--- src/rtl/alu_seq_if.sv ---
// Operand request / result response bundle for alu_seq; the master is the requester and consumer side.
interface alu_seq_if #(parameter int WIDTH = 32);
    logic             in_valid;
    logic             in_ready;
    logic [WIDTH-1:0] a;
    logic [WIDTH-1:0] b;
    logic [2:0]       op;
    logic             out_valid;
    logic             out_ready;
    logic [WIDTH-1:0] result;
    logic             zero;
    logic             carry;
    logic             ovf;
    logic             neg;
    logic             busy;

    modport master (
        output in_valid, a, b, op, out_ready,
        input  in_ready, out_valid, result, zero, carry, ovf, neg, busy
    );

    modport slave (
        input  in_valid, a, b, op, out_ready,
        output in_ready, out_valid, result, zero, carry, ovf, neg, busy
    );
endinterface

--- src/rtl/alu_seq.sv ---
// Handshaked ALU: logic/arith ops in 1 cycle, multiply by WIDTH-cycle shift-add (WIDTH+1 latency).
// Result and flags held until out_ready; in_ready low while multiplying or holding a result.
module alu_seq #(
    parameter int WIDTH = 32,
    parameter int SHW   = $clog2(WIDTH)
) (
    input logic      clk,
    input logic      rst,
    alu_seq_if.slave io
);
    localparam logic [1:0] IDLE = 2'd0;
    localparam logic [1:0] MUL  = 2'd1;
    localparam logic [1:0] DONE = 2'd2;
    localparam logic [SHW-1:0] LAST = SHW'(WIDTH - 1);

    logic [1:0]       state;
    logic [WIDTH-1:0] result_q;
    logic             carry_q;
    logic             ovf_q;
    logic [WIDTH-1:0] mcand;
    logic [WIDTH-1:0] mplier;
    logic [WIDTH-1:0] acc;
    logic [SHW-1:0]   cnt;

    logic [WIDTH:0]   sum;
    logic [WIDTH:0]   diff;
    logic [WIDTH-1:0] alu_res;
    logic             alu_carry;
    logic             alu_ovf;
    logic [WIDTH-1:0] acc_next;
    logic             accept;

    assign io.in_ready  = (state == IDLE);
    assign io.out_valid = (state == DONE);
    assign io.busy      = (state == MUL);
    assign io.result    = result_q;
    assign io.carry     = carry_q;
    assign io.ovf       = ovf_q;
    assign io.zero      = (result_q == '0);
    assign io.neg       = result_q[WIDTH-1];

    assign accept = io.in_valid && io.in_ready;

    // The extra top bit gives add carry-out and, for subtract, the unsigned borrow.
    assign sum  = {1'b0, io.a} + {1'b0, io.b};
    assign diff = {1'b0, io.a} - {1'b0, io.b};

    always_comb begin
        alu_res   = '0;
        alu_carry = 1'b0;
        alu_ovf   = 1'b0;
        case (io.op)
            3'b000: begin
                alu_res   = sum[WIDTH-1:0];
                alu_carry = sum[WIDTH];
                alu_ovf   = (io.a[WIDTH-1] == io.b[WIDTH-1]) && (sum[WIDTH-1] != io.a[WIDTH-1]);
            end
            3'b001: begin
                alu_res   = diff[WIDTH-1:0];
                alu_carry = diff[WIDTH];
                alu_ovf   = (io.a[WIDTH-1] != io.b[WIDTH-1]) && (diff[WIDTH-1] != io.a[WIDTH-1]);
            end
            3'b010:  alu_res = io.a & io.b;
            3'b011:  alu_res = io.a | io.b;
            3'b100:  alu_res = ~io.b;
            3'b101:  alu_res = io.a ^ io.b;
            3'b110:  alu_res = io.a << io.b[SHW-1:0];
            default: alu_res = '0;
        endcase
    end

    assign acc_next = mplier[0] ? (acc + mcand) : acc;

    always_ff @(posedge clk) begin
        if (rst) begin
            state    <= IDLE;
            result_q <= '0;
            carry_q  <= 1'b0;
            ovf_q    <= 1'b0;
            mcand    <= '0;
            mplier   <= '0;
            acc      <= '0;
            cnt      <= '0;
        end else begin
            case (state)
                IDLE: begin
                    if (accept) begin
                        if (io.op == 3'b111) begin
                            mcand  <= io.a;
                            mplier <= io.b;
                            acc    <= '0;
                            cnt    <= '0;
                            state  <= MUL;
                        end else begin
                            result_q <= alu_res;
                            carry_q  <= alu_carry;
                            ovf_q    <= alu_ovf;
                            state    <= DONE;
                        end
                    end
                end
                MUL: begin
                    acc    <= acc_next;
                    mcand  <= mcand << 1;
                    mplier <= mplier >> 1;
                    cnt    <= cnt + SHW'(1);
                    // Last iteration publishes the product directly from the adder.
                    if (cnt == LAST) begin
                        result_q <= acc_next;
                        carry_q  <= 1'b0;
                        ovf_q    <= 1'b0;
                        state    <= DONE;
                    end
                end
                DONE: begin
                    if (io.out_ready) begin
                        state <= IDLE;
                    end
                end
                default: state <= IDLE;
            endcase
        end
    end
endmodule

--- src/flat_wrapper.sv ---
// flat-port wrapper written by rule: the top's interface ports become plain ports
module alu_seq_flat 
#(
    parameter int WIDTH = 32,
    parameter int SHW   = $clog2(WIDTH)
)
  (clk, rst, io_in_valid, io_a, io_b, io_op, io_out_ready, io_in_ready, io_out_valid, io_result, io_zero, io_carry, io_ovf, io_neg, io_busy);
  alu_seq_if #(.WIDTH(WIDTH)) io_i ();
  input logic clk;
  input logic rst;
  input wire logic [$bits(io_i.in_valid)-1:0] io_in_valid;
  input wire logic [$bits(io_i.a)-1:0] io_a;
  input wire logic [$bits(io_i.b)-1:0] io_b;
  input wire logic [$bits(io_i.op)-1:0] io_op;
  input wire logic [$bits(io_i.out_ready)-1:0] io_out_ready;
  output wire logic [$bits(io_i.in_ready)-1:0] io_in_ready;
  output wire logic [$bits(io_i.out_valid)-1:0] io_out_valid;
  output wire logic [$bits(io_i.result)-1:0] io_result;
  output wire logic [$bits(io_i.zero)-1:0] io_zero;
  output wire logic [$bits(io_i.carry)-1:0] io_carry;
  output wire logic [$bits(io_i.ovf)-1:0] io_ovf;
  output wire logic [$bits(io_i.neg)-1:0] io_neg;
  output wire logic [$bits(io_i.busy)-1:0] io_busy;
  assign io_i.in_valid = io_in_valid;
  assign io_i.a = io_a;
  assign io_i.b = io_b;
  assign io_i.op = io_op;
  assign io_i.out_ready = io_out_ready;
  assign io_in_ready = io_i.in_ready;
  assign io_out_valid = io_i.out_valid;
  assign io_result = io_i.result;
  assign io_zero = io_i.zero;
  assign io_carry = io_i.carry;
  assign io_ovf = io_i.ovf;
  assign io_neg = io_i.neg;
  assign io_busy = io_i.busy;
  alu_seq #(.WIDTH(WIDTH), .SHW(SHW)) u_core (.clk(clk), .rst(rst), .io(io_i));
endmodule
--- config.mk ---
export PLATFORM = sky130hd
export DESIGN_NAME = alu_seq_flat
export DESIGN_NICKNAME = d
export VERILOG_FILES = /design/src/rtl/alu_seq_if.sv /design/src/rtl/alu_seq.sv /design/src/flat_wrapper.sv
export SDC_FILE = /design/constraint.sdc
export NUM_CORES = 1
export LEC_CHECK = 0
export CAP_MARGIN = 20
export CORE_AREA = 2 2 205 207
export DETAILED_ROUTE_END_ITERATION = 16
export DIE_AREA = 0 0 207 209
export PLACE_DENSITY = 0.62
export SLEW_MARGIN = 20
export SYNTH_ARGS = -nofsm -noshare
export SYNTH_HDL_FRONTEND = slang
export SYNTH_SLANG_ARGS = --single-unit
--- constraint.sdc ---
create_clock -name clk -period 7.1 [get_ports clk]
set_input_delay 0.71 -clock clk [delete_from_list [all_inputs] [get_ports clk]]
set_output_delay 0.71 -clock clk [all_outputs]
set_load 0.1 [all_outputs]
# [Yosys cells after proc, flatten, opt, wreduce, memory -nomap -nowiden]
# Index checks and enable logic that the tools add are counted.
[word_totals] reg_bits=137 latchBits=0 ram_bits=0 rom_bits=0 inputBits=71 output_inout_bits=39 elab_cells=78 mem_count=0
[op_classes] n_addsub=4 multipliers=0 div_mod_pow=0 n_lt_le_gt_ge=0 eq_ne=19 n_shift=1 n_mux=32 bitwise=4 n_reduce_logical=10
[ops] op="2-to-1 mux 32 bit" count=10
[ops] op="one-hot mux 32 bit (2 select lines)" count=4
[ops] op="one-hot mux 32 bit (7 select lines)" count=1
[ops] op="adder 32 x 32 -> 33 bit" count=1
[ops] op="subtractor 32 x 32 -> 33 bit" count=1
[ops] op="adder 32 bit" count=1
[ops] op="bitwise AND 32 bit" count=1
[ops] op="logical NOT 32 bit" count=1
[ops] op="NOT 32 bit" count=1
[ops] op="bitwise OR 32 bit" count=1
[ops] op="left shift 32 x 5 -> 32 bit" count=1
[ops] op="XOR 32 bit" count=1
[ops] op="equality test 3 bit, second input constant" count=4
[ops] op="2-to-1 mux 5 bit" count=2
[ops] op="one-hot mux 5 bit (2 select lines)" count=1
[ops] op="2-to-1 mux 2 bit" count=4
[ops] op="!= test 2 bit, second input constant" count=4
[ops] op="one-hot mux 1 bit (2 select lines)" count=4
[ops] op="equality test 3 x 2 -> 1 bit, second input constant" count=2
[ops] op="one-hot mux 2 bit (3 select lines)" count=1
[ops] op="AND reduction 3 bit" count=2
[ops] op="adder 5 x 1 -> 5 bit, second input constant" count=1
[ops] op="equality test 5 bit, second input constant" count=1
[ops] op="2-to-1 mux 1 bit" count=5
[ops] op="other kinds (11)" count=15

# [Depth between registers and ports, before layout]
# Gate-level depths: netlist of run 1.
[depth] depth_word=7 mapped_depth=16 mapped_depth_nobuf=15

# [Worst setup path before layout of run 1]
# OpenSTA, ideal clock, no wires.
[synth_timing] path_kind="in2reg" from="in io_b[3]" to="reg u_core.result_q[31], in the netlist u_core.io.result[31]" setup_time_ns=0.120 arrival_ns=3.816 required_time_ns=6.980 setup_slack_ns=3.164 path_stages=16 path_cell_list="clkbuf_1 inv_1 clkbuf_1 buf_1 ha_1 inv_1 o311a_1 nor3_2 a211oi_2 a21oi_1 nor3_2 o31ai_1 mux2i_1 xnor2_1 and3_1 a211o_1"
[synth_between] elab_chain_cells=5
[synth_lines] element="start: declaration" line_no="flat_wrapper.sv:13" rtl="input wire logic [$bits(io_i.b)-1:0] io_b;"
[synth_lines] element="subtractor 32 x 32 -> 33 bit, or another cell as far along" line_no="alu_seq.sv:46" rtl="assign diff = {1'b0, io.a} - {1'b0, io.b};"
[synth_lines] element="one-hot mux 32 bit (7 select lines) *" line_no="alu_seq.sv:52" rtl="case (io.op)"
[synth_lines] element="2-to-1 mux 32 bit *" line_no="alu_seq.sv:88" rtl="if (io.op == 3'b111) begin"
[synth_lines] element="2-to-1 mux 32 bit *" line_no="alu_seq.sv:87" rtl="if (accept) begin"
[synth_lines] element="one-hot mux 32 bit (2 select lines) *" line_no="alu_seq.sv:85" rtl="case (state)"
[synth_lines] element="end signal: assignment" line_no="alu_seq.sv:95" rtl="result_q <= alu_res;"
[synth_lines] element="end signal: assignment" line_no="alu_seq.sv:109" rtl="result_q <= acc_next;"
[synth_lines] element="end: declaration" line_no="alu_seq.sv:17" rtl="logic [WIDTH-1:0] result_q;"
# Mark *: on every way between the ends. The rest lies on a longest branch, timed or not. The select of a mux whose other input is x is not followed.
# A chain may end at the register's enable or synchronous reset.

# [Final worst setup path of run 1]
# Ends and elaborated chain as after synthesis.

==> flow_summary.toml, run 1 <==
[synthesis]
syn_nets = 2152
ys_seq_area_frac = 0.194
synth_xor_area_frac = 0.0359
async_flop_share = 0
synth-compound-area-share = 0.299
synth_top_area_cell = "dfxtp_1"
synth_ff_type = "dfxtp_1"
yosysMostFrequentCell = "nand2_1"
yosysWarnings = 0
synth_top_area_share = 0.194
synth-simple-area-share = 0.207
netlist_instances = 1939
synthMuxAreaShare = 0.0673
avgSynthCellArea_um2 = 7.30
post_synth_main_area_contributors = "dfxtp_1 (19%), ha_1 (12%), nand2_1 (7.1%), a21oi_1 (6.3%), nor2_1 (6.2%)"
synth_top_family_by_area = "compound AO/OA/AOI/OAI gates"
synth_cell_types = 89
syn_area_um2 = 14200
synthAdderAreaFrac = 0.127
synth.ff_latch_count = 137
synth_common_cells = "nand2_1 (268), nor2_1 (234), a21oi_1 (177)"
synth_edf_count = 0

[placed_design]
gp_congestion = 0.956
port-buffer-count = 109
placed_area_um2 = 15500
hpwl_um = 44000

[final_layout]
layout-drive-gt1-share = 0.0656
layout.nets = 2166
syn2layout_area_growth_pct = 14.2
design_area_um2 = 16200
nFillCells = 4378
multi_input_area_um2 = 10500
seqCellArea_um2 = 2740

[timing]
setup-tns-final_ns = 0
max_slew.worst_pin.slew_ns = 1.03
hold_viol_final = 0
fmax_ghz = 0.208
rsz0062_at_grt = "false"
skew_ns = 0.0105
slew_viol_final = 0
period_minus_slack_ns = 4.82
setup_violations = 0
finalCritPeriodShare = 0.678
relSlewSlack = 0.311

[outcome]
status = "finished, final reports clean"

[setup_path]
cp-start-kind = "primary input"
crit_arrival_ns = 5.17
critPathKind = "in2reg"
critPathMaxFanout = 37
setup.worst_path.end_class = "register"
worstPathRequired_ns = 7.45

[global_route]
grt_pass1_wl_um = 89600
grt_max_degree = 88
grt_pass1_vias = 14300
grtUsageTotal = 0.267
gr-total-overflow = 0
antenna_found_initial = 1

[power_and_ir_drop]
pwr_density_cell_nw_per_um2 = 181
peakVddDrop_mv = 0.131
leakagePower_nw = 6.51

[die]
die_area_um2 = 43300
num_rows = 75
start_util = 0.343
dieWidth_um = 207
io_pins = 110
core_area_um2 = 41300
die_h_um = 209

[hold_path]
hold_class = "reg2reg"

[clock_tree]
numCtsBuffers = 17
postCtsResizedCells = 0
insertion_delay_ns = 0.46
post_cts_buffers = 0
hold_buffers = 0
clkTransAtPathRegs_ns = 0.07
cts_sinks = 137
cts.htree.levels = 4
tritoncts = "built"
cts_buffer_depth = 2
cts_root_buf = "clkbuf_16"

[drt]
drt_wl_total_um = 59100
drc_errors = 0
first_pass_iters = 6
vias_per_cell = 6.07
drt_iter0_markers = 1660
postRouteAntennaNets = 0
vias = 15200
wl_per_cell_um = 23.6

[flow_run]
cap_violations = 0
## flip-flops by register name, summed over array words and instances, names as in the netlist
| register | count |
|---|---|
| u_core.acc | 32 |
| u_core.cnt | 5 |
| u_core.io.carry | 1 |
| u_core.io.ovf | 1 |
| u_core.io.result | 32 |
| u_core.mcand | 32 |
| u_core.mplier | 32 |
| u_core.state | 2 |
## worst paths after layout
path                          start                    to  slack, ns  cells after the start
setup reg to reg    u_core.mcand[0]  u_core.io.result[30]       3.34                     13
hold reg to reg   u_core.mplier[15]     u_core.mplier[14]       0.48                      2
setup / recovery            io_b[3]  u_core.io.result[31]       2.28                     15
hold / removal    u_core.mplier[15]     u_core.mplier[14]       0.48                      2
## cell usage in the layout (no fill, tap or decap), types with 12 or more instances in the layout
| cell type | n |
|---|---|
| nor3_1 | 42 |
| o21bai_1 | 23 |
| o21ai_0 | 77 |
| a21o_1 | 25 |
| a211oi_1 | 37 |
| nand2_1 | 268 |
| o211ai_1 | 22 |
| nor4_1 | 18 |
| o22ai_1 | 29 |
| clkbuf_16 | 17 |
| mux2i_1 | 30 |
| a21oi_1 | 177 |
| and3_1 | 14 |
| xor2_1 | 14 |
| mux4_2 | 25 |
| a22oi_1 | 20 |
| ha_1 | 139 |
| a22o_1 | 14 |
| a311oi_1 | 74 |
| nor2b_1 | 12 |
| buf_4 | 25 |
| xnor2_1 | 44 |
| nand2b_1 | 12 |
| dfxtp_1 | 137 |
| nor2_1 | 230 |
| clkdlybuf4s50_1 | 105 |
| nand4_1 | 12 |
| inv_1 | 103 |
| nand3_1 | 31 |
## stage by stage
step | setup slack [ns] | util | hold WS, ns | std cells | power (mW)
after floorplan | 3.16 | - | 0.449 | 1939 | 1.58
after global placement | 1.86 | 0.376 | 0.458 | 2473 | 1.92
after detailed placement | 1.93 | 0.376 | 0.467 | 2473 | 1.93
after CTS | 2.42 | 0.392 | 0.475 | 2505 | 2.92
after global routing | 2.12 | 0.392 | 0.499 | 2506 | 3.04
final | 2.28 | 0.392 | 0.475 | 2506 | 2.92
## power by group
part	total, mW	switching (mW)	internal (mW)
clock	0.992	0.420	0.572
sequential	0.856	0.0455	0.811
combinational	1.08	0.736	0.340
## worst max-delay path: stages
cell and delay (ns):
clkdlybuf4s50_1 0.45, buf_4 0.37, inv_1 0.45, ha_1 0.52, inv_1 0.13, o311a_1 0.43, nor3_2 0.25, a211oi_2 0.17
a21oi_1 0.33, nor3_2 0.12, o31ai_1 0.45, mux2i_1 0.18, xnor2_1 0.15, and3_1 0.18, a211o_1 0.27
## final cells by class
class,count,share of cell area
diodes,1,0.000155
inverters,108,0.0252
multi-input cells,1556,0.647
clock buffers,18,0.0272
well taps,539,0.0417
flip-flops and latches,137,0.170
repair buffers,133,0.0775
clock inverters,14,0.0115
## per-layer routing
| layer | vias to the layer above | track usage | routed length [µm] |
|---|---|---|---|
| met1 | 7302 | 0.370 | 26300 |
| met5 | - | 0.00111 | 0 |
| met3 | 112 | 0.0541 | 5100 |
| met2 | 708 | 0.404 | 25500 |
| li1 | 7087 | - | - |
| met4 | 0 | 0.107 | 2180 |
## cell families after synthesis
group / Yosys count
simple gates: 677
compound gates: 616
xor+xnor: 58
flops: 137
fa+ha+maj: 142
buf+inv: 246
mux: 63
Power figures use the tool's default switching activity.
==> run 2: changes to the inputs <==
- PLACE_DENSITY: 0.62 -> 0.64
- clock period: 7.1 -> 4.1 ns (I/O delays scaled with it)
==> run 2 against run 1 <==
Against the previous run:
- via count rose by 4.4%
- largest power group unchanged
- first-iteration DRC count rose by 9.9%
- clock skew increased by 0.0070 ns
- clock power grew 76%
- worst setup slack worse by 2.1 ns
- highest routed layer unchanged
- register-to-register slack got worse by 2.8 ns
- combinational power is 89% higher
- worst hold slack worse by 0.18 ns
- sequential share of layout area fell by 1.1 points
- design area grew 6.7%
- critical path depth is 2 higher
- critical path type unchanged
- critical endpoint is now u_core.io.result[26]
- die area is the same
==> flow_summary.toml, run 2 (same netlist as run 1, synthesis figures left out) <==
[final_layout]
syn2layout_area_growth_pct = 21.9
seqCellArea_um2 = 2740
final_cell_mix = "nand2_1 (268), nor2_1 (230), a21oi_1 (177)"
layout.nets = 2303
final_cells = 2646
layout-drive-gt1-share = 0.128
design_area_um2 = 17300
fin_util = 0.418
layout_commonest_cell = "nand2_1"
multi_input_area_um2 = 10500
nFillCells = 4299

[hold_path]
min-delay-start = "io_b[0]"
hold_class = "in2reg"

[drt]
drc_errors = 0
wl_per_cell_um = 23.3
postRouteAntennaNets = 0
drt_iter0_markers = 1824
first_pass_iters = 6
vias_per_cell = 6.00
drt_wl_total_um = 61700
vias = 15900

[setup_path]
r2r_end = "u_core.io.result[26]"
cpMostUsedCell = "o21ai_0"
setup.worst_path.end_class = "register"
critPathKind = "in2reg"
critPathMaxFanout = 4
r2r_cells = 13
crit_chain = "clkdlybuf4s50_1 -> inv_1 -> ha_1 -> inv_1 -> fa_1 -> nor2b_1 -> o21ai_0 -> a21oi_1 -> o21ai_1 -> nand3_1 -> a311oi_2 -> buf_4 -> o21ai_0 -> mux2i_1 -> o21ai_0 -> a221oi_2 -> a211oi_1"
crit_arrival_ns = 4.19
cp-start-kind = "primary input"
slowest_stage = "clkdlybuf4s50_1"
crit_path_start = "io_a[0]"
max_stage_delay_ns = 0.54
crit_end = "u_core.io.result[26]"
worstPathRequired_ns = 4.41
rr_startpoint = "u_core.acc[0]"
r2r_slack_ns = 0.56

[timing]
period_minus_slack_ns = 3.88
rsz0062_at_grt = "false"
holdWs_ns = 0.293
relSlewSlack = 0.284
finalCritPeriodShare = 0.947
hold_viol_final = 0
slew_viol_final = 0
setup_violations = 0
skew_ns = 0.0176
fmax_ghz = 0.257
max_slew.worst_pin.slew_ns = 1.07

[global_route]
grtUsageTotal = 0.278
grt_max_degree = 66
grt_pass1_wl_um = 92600
grt_pass1_vias = 14900
gr-total-overflow = 0
antenna_found_initial = 4

[die]
die_area_um2 = 43300
io_pins = 110
start_util = 0.343
die_h_um = 209
dieWidth_um = 207
core_area_um2 = 41300
num_rows = 75

[power_and_ir_drop]
finalPower_mw = 5.28
leakagePower_nw = 7.20
peakVddDrop_mv = 0.281
pwr_density_cell_nw_per_um2 = 306

[clock_tree]
insertion_delay_ns = 0.47
cts_buffer_depth = 2
cts_sinks = 137
tritoncts = "built"
clkTransAtPathRegs_ns = 0.06
cts.htree.levels = 4
post_cts_buffers = 0
cts_root_buf = "clkbuf_16"
numCtsBuffers = 17

[flow_run]
cap_violations = 0

[placed_design]
placed_area_um2 = 16600
dp.cells = 2610
port-buffer-count = 109
gp_congestion = 0.997
hpwl_um = 48000

[outcome]
status = "finished, final reports clean"
-- run 2: power breakdown --
part / internal [mW] / switching (mW) / total [mW]
logic: 0.716 / 1.33 / 2.04
clock network: 1.03 / 0.719 / 1.75
registers: 1.40 / 0.0766 / 1.48
-- run 2: what timing repair did --
item	CTS	global route
gates resized for setup	0	1
hold buffers	0	0
setup endpoints to repair	0	1
-- run 2: worst min path at each step --
stage,end,cells after the start
after global routing,u_core.mplier[0],3
after CTS,u_core.mplier[0],3
after global placement,u_core.acc[0],2
final,u_core.mplier[0],3
after detailed placement,u_core.mplier[5],2
after floorplan,u_core.acc[12],2
-- run 2: final cells by class --
type	count	area share
multi-input combinational	1556	0.606
antenna	4	0.000580
timing repair buffer	270	0.135
tap	539	0.0391
sequential	137	0.159
clock inverter	15	0.0123
inverter	108	0.0236
clock buffer	17	0.0246
-- run 2: per-layer routing --
metal | track usage | vias to the layer above | routed length (µm)
met5 | 0 | - | 0
met4 | 0.0857 | 0 | 1460
met3 | 0.0502 | 80 | 5990
met2 | 0.438 | 787 | 27800
met1 | 0.384 | 7668 | 26400
li1 | - | 7345 | -
-- run 2: metrics by stage --
| stage | setup slack (ns) | TNS [ns] |
|---|---|---|
| floorplan | 0.464 | 0 |
| global placement | -0.176 | -0.182 |
| CTS | 0.264 | 0 |
| global route | 0.0641 | 0 |
| finish | 0.216 | 0 |
| detailed placement | -0.190 | -0.232 |
-- run 2: critical path: cells and delay by family --
kind | cells | cell delay, ns
AND/OR/NAND/NOR | 2 | 0.37
multiplexers | 1 | 0.17
adder cells (fa/ha/maj) | 2 | 0.57
buffers and inverters | 4 | 0.93
AO/OA/AOI/OAI | 8 | 1.74
==> run 3: changes to the inputs <==
- CAP_MARGIN: 20 -> 25
- REMOVE_ABC_BUFFERS: not set -> 1
- SETUP_SLACK_MARGIN: not set -> 0.05
==> run 3 against run 2 <==
Against the previous run:
- clock power decreased by 9%
- register-to-register slack got worse by 0.10 ns
- worst hold slack improved by 0.076 ns
- sequential share of layout area increased by 0.29 points
- fmax increased by 4.7%
- clock skew decreased by 0.0068 ns
==> flow_summary.toml, run 3 (same netlist as run 1, synthesis figures left out) <==
[outcome]
status = "finished, final reports clean"

[drt]
drt_wl_total_um = 59000
vias_per_cell = 5.96
postRouteAntennaNets = 0
wl_per_cell_um = 22.6
drt_iter0_markers = 1619
drc_errors = 0
vias = 15500
first_pass_iters = 5

[setup_path]
crit_end = "u_core.io.result[20]"
critPathMaxFanout = 10
r2r_end = "u_core.io.result[26]"
crit_chain = "clkdlybuf4s50_1 -> inv_1 -> ha_1 -> buf_4 -> inv_1 -> a21oi_1 -> o31ai_1 -> a21oi_1 -> a21o_1 -> a211o_1 -> a221oi_2 -> o31ai_1 -> xnor2_1 -> a21oi_1 -> a311oi_1"
worstPathRequired_ns = 4.47
cpMostUsedCell = "a21oi_1"
crit_path_start = "io_b[7]"
rr_startpoint = "u_core.mcand[0]"
r2r_cells = 13
slowest_stage = "clkdlybuf4s50_1"
max_stage_delay_ns = 0.56
r2r_slack_ns = 0.46
cp-start-kind = "primary input"
setup.worst_path.end_class = "register"
critPathKind = "in2reg"
crit_arrival_ns = 4.08

[power_and_ir_drop]
p_switching_mw = 2.06
pwr_density_cell_nw_per_um2 = 298
swShare = 0.407
pwr-share-seq = 0.293
intPower_mw = 3.00
peakVddDrop_mv = 0.321
power_frac_comb = 0.391
finalPower_mw = 5.06
clkPwrFrac = 0.316
leakagePower_nw = 7.01

[timing]
fmax_ghz = 0.270
holdWs_ns = 0.369
setup_violations = 0
slew_viol_final = 0
relSlewSlack = 0.332
rsz0062_at_grt = "false"
period_minus_slack_ns = 3.71
skew_ns = 0.0108
hold_viol_final = 0
finalCritPeriodShare = 0.904
max_slew.worst_pin.slew_ns = 0.999

[clock_tree]
post_cts_buffers = 0
tritoncts = "built"
numCtsBuffers = 17
postCtsResizedCells = 0
cts_sinks = 137
hold_buffers = 0
cts.htree.levels = 4
cts_buffer_depth = 2
clkTransAtPathRegs_ns = 0.06
cts_root_buf = "clkbuf_16"
insertion_delay_ns = 0.46

[placed_design]
hpwl_um = 45600
gp_congestion = 1.02
dp.cells = 2578
port-buffer-count = 109

[die]
die_area_um2 = 43300
num_rows = 75
start_util = 0.343
dieWidth_um = 207
io_pins = 110
core_area_um2 = 41300
die_h_um = 209

[global_route]
grt_pass1_wl_um = 89800
grt_max_degree = 128
use_met2 = 0.416
grtUsageTotal = 0.266
grt.met3_usage = 0.0422
grt.busiest_layer = "met2"
gr-total-overflow = 0
grt_pass1_vias = 14800
antenna_found_initial = 0
gr-usage-met1 = 0.368

[final_layout]
fin_util = 0.411
syn2layout_area_growth_pct = 19.7
layout-drive-gt1-share = 0.113
layout_commonest_cell = "nand2_1"
final_cell_mix = "nand2_1 (268), nor2_1 (230), a21oi_1 (177)"
layout.nets = 2271
diodes = 0
final_cells = 2610

[flow_run]
cap_violations = 0

[hold_path]
hold_class = "in2reg"
run 3: how the worst min path moves through the flow:
stage                               from             endpoint  slack, ns  cells past startpoint
after detailed placement  u_core.acc[12]       u_core.acc[12]       0.47                      2
after CTS                            rst  u_core.io.result[7]       0.35                      2
after global routing                 rst  u_core.io.result[7]       0.39                      2
final                                rst  u_core.io.result[7]       0.37                      2
after floorplan           u_core.acc[12]       u_core.acc[12]       0.44                      2
after global placement    u_core.acc[12]       u_core.acc[12]       0.46                      2
run 3: routing by layer:
| layer | part of all wire | vias up |
|---|---|---|
| met5 | 0 | - |
| met2 | 0.44 | 696 |
| met3 | 0.070 | 116 |
| met4 | 0.034 | 0 |
| li1 | - | 7272 |
| met1 | 0.45 | 7462 |
run 3: cell type report:
cell class / count / area [µm²]
clock buffers: 20 / 447
clock inverters: 12 / 141
fillers: 4336 / 24300
inverters: 108 / 408
multi-input cells: 1556 / 10500
flip-flops and latches: 137 / 2740
well taps: 539 / 674
repair buffers: 238 / 2090
run 3: worst max-delay path: cells and delay by family:
kind / cells / cell delay [ns]
AO/OA/AOI/OAI: 9 / 2.18
buffers and inverters: 4 / 0.92
adder cells (fa/ha/maj): 1 / 0.32
XOR/XNOR: 1 / 0.23
run 3: through the flow:
step	TNS (ns)	setup slack (ns)	cell area, µm²
2_1_floorplan	-66.56	-1.24	13600
3_3_place_gp	0	0.0676	16400
3_5_place_dp	-0.00835	-0.00835	16400
4_1_cts	0	0.479	17000
5_1_grt	0	0.151	17000
6_report	0	0.392	17000
run 3: power groups by stage:
stage                     sequential, mW  combinational, mW  clock [mW]
after floorplan                     1.76              0.908           0
after detailed placement            1.51               1.93           0
after global placement              1.51               1.94           0
after CTS                           1.48               1.94        1.63
after global routing                1.49               2.10        1.68
final                               1.48               1.98        1.60
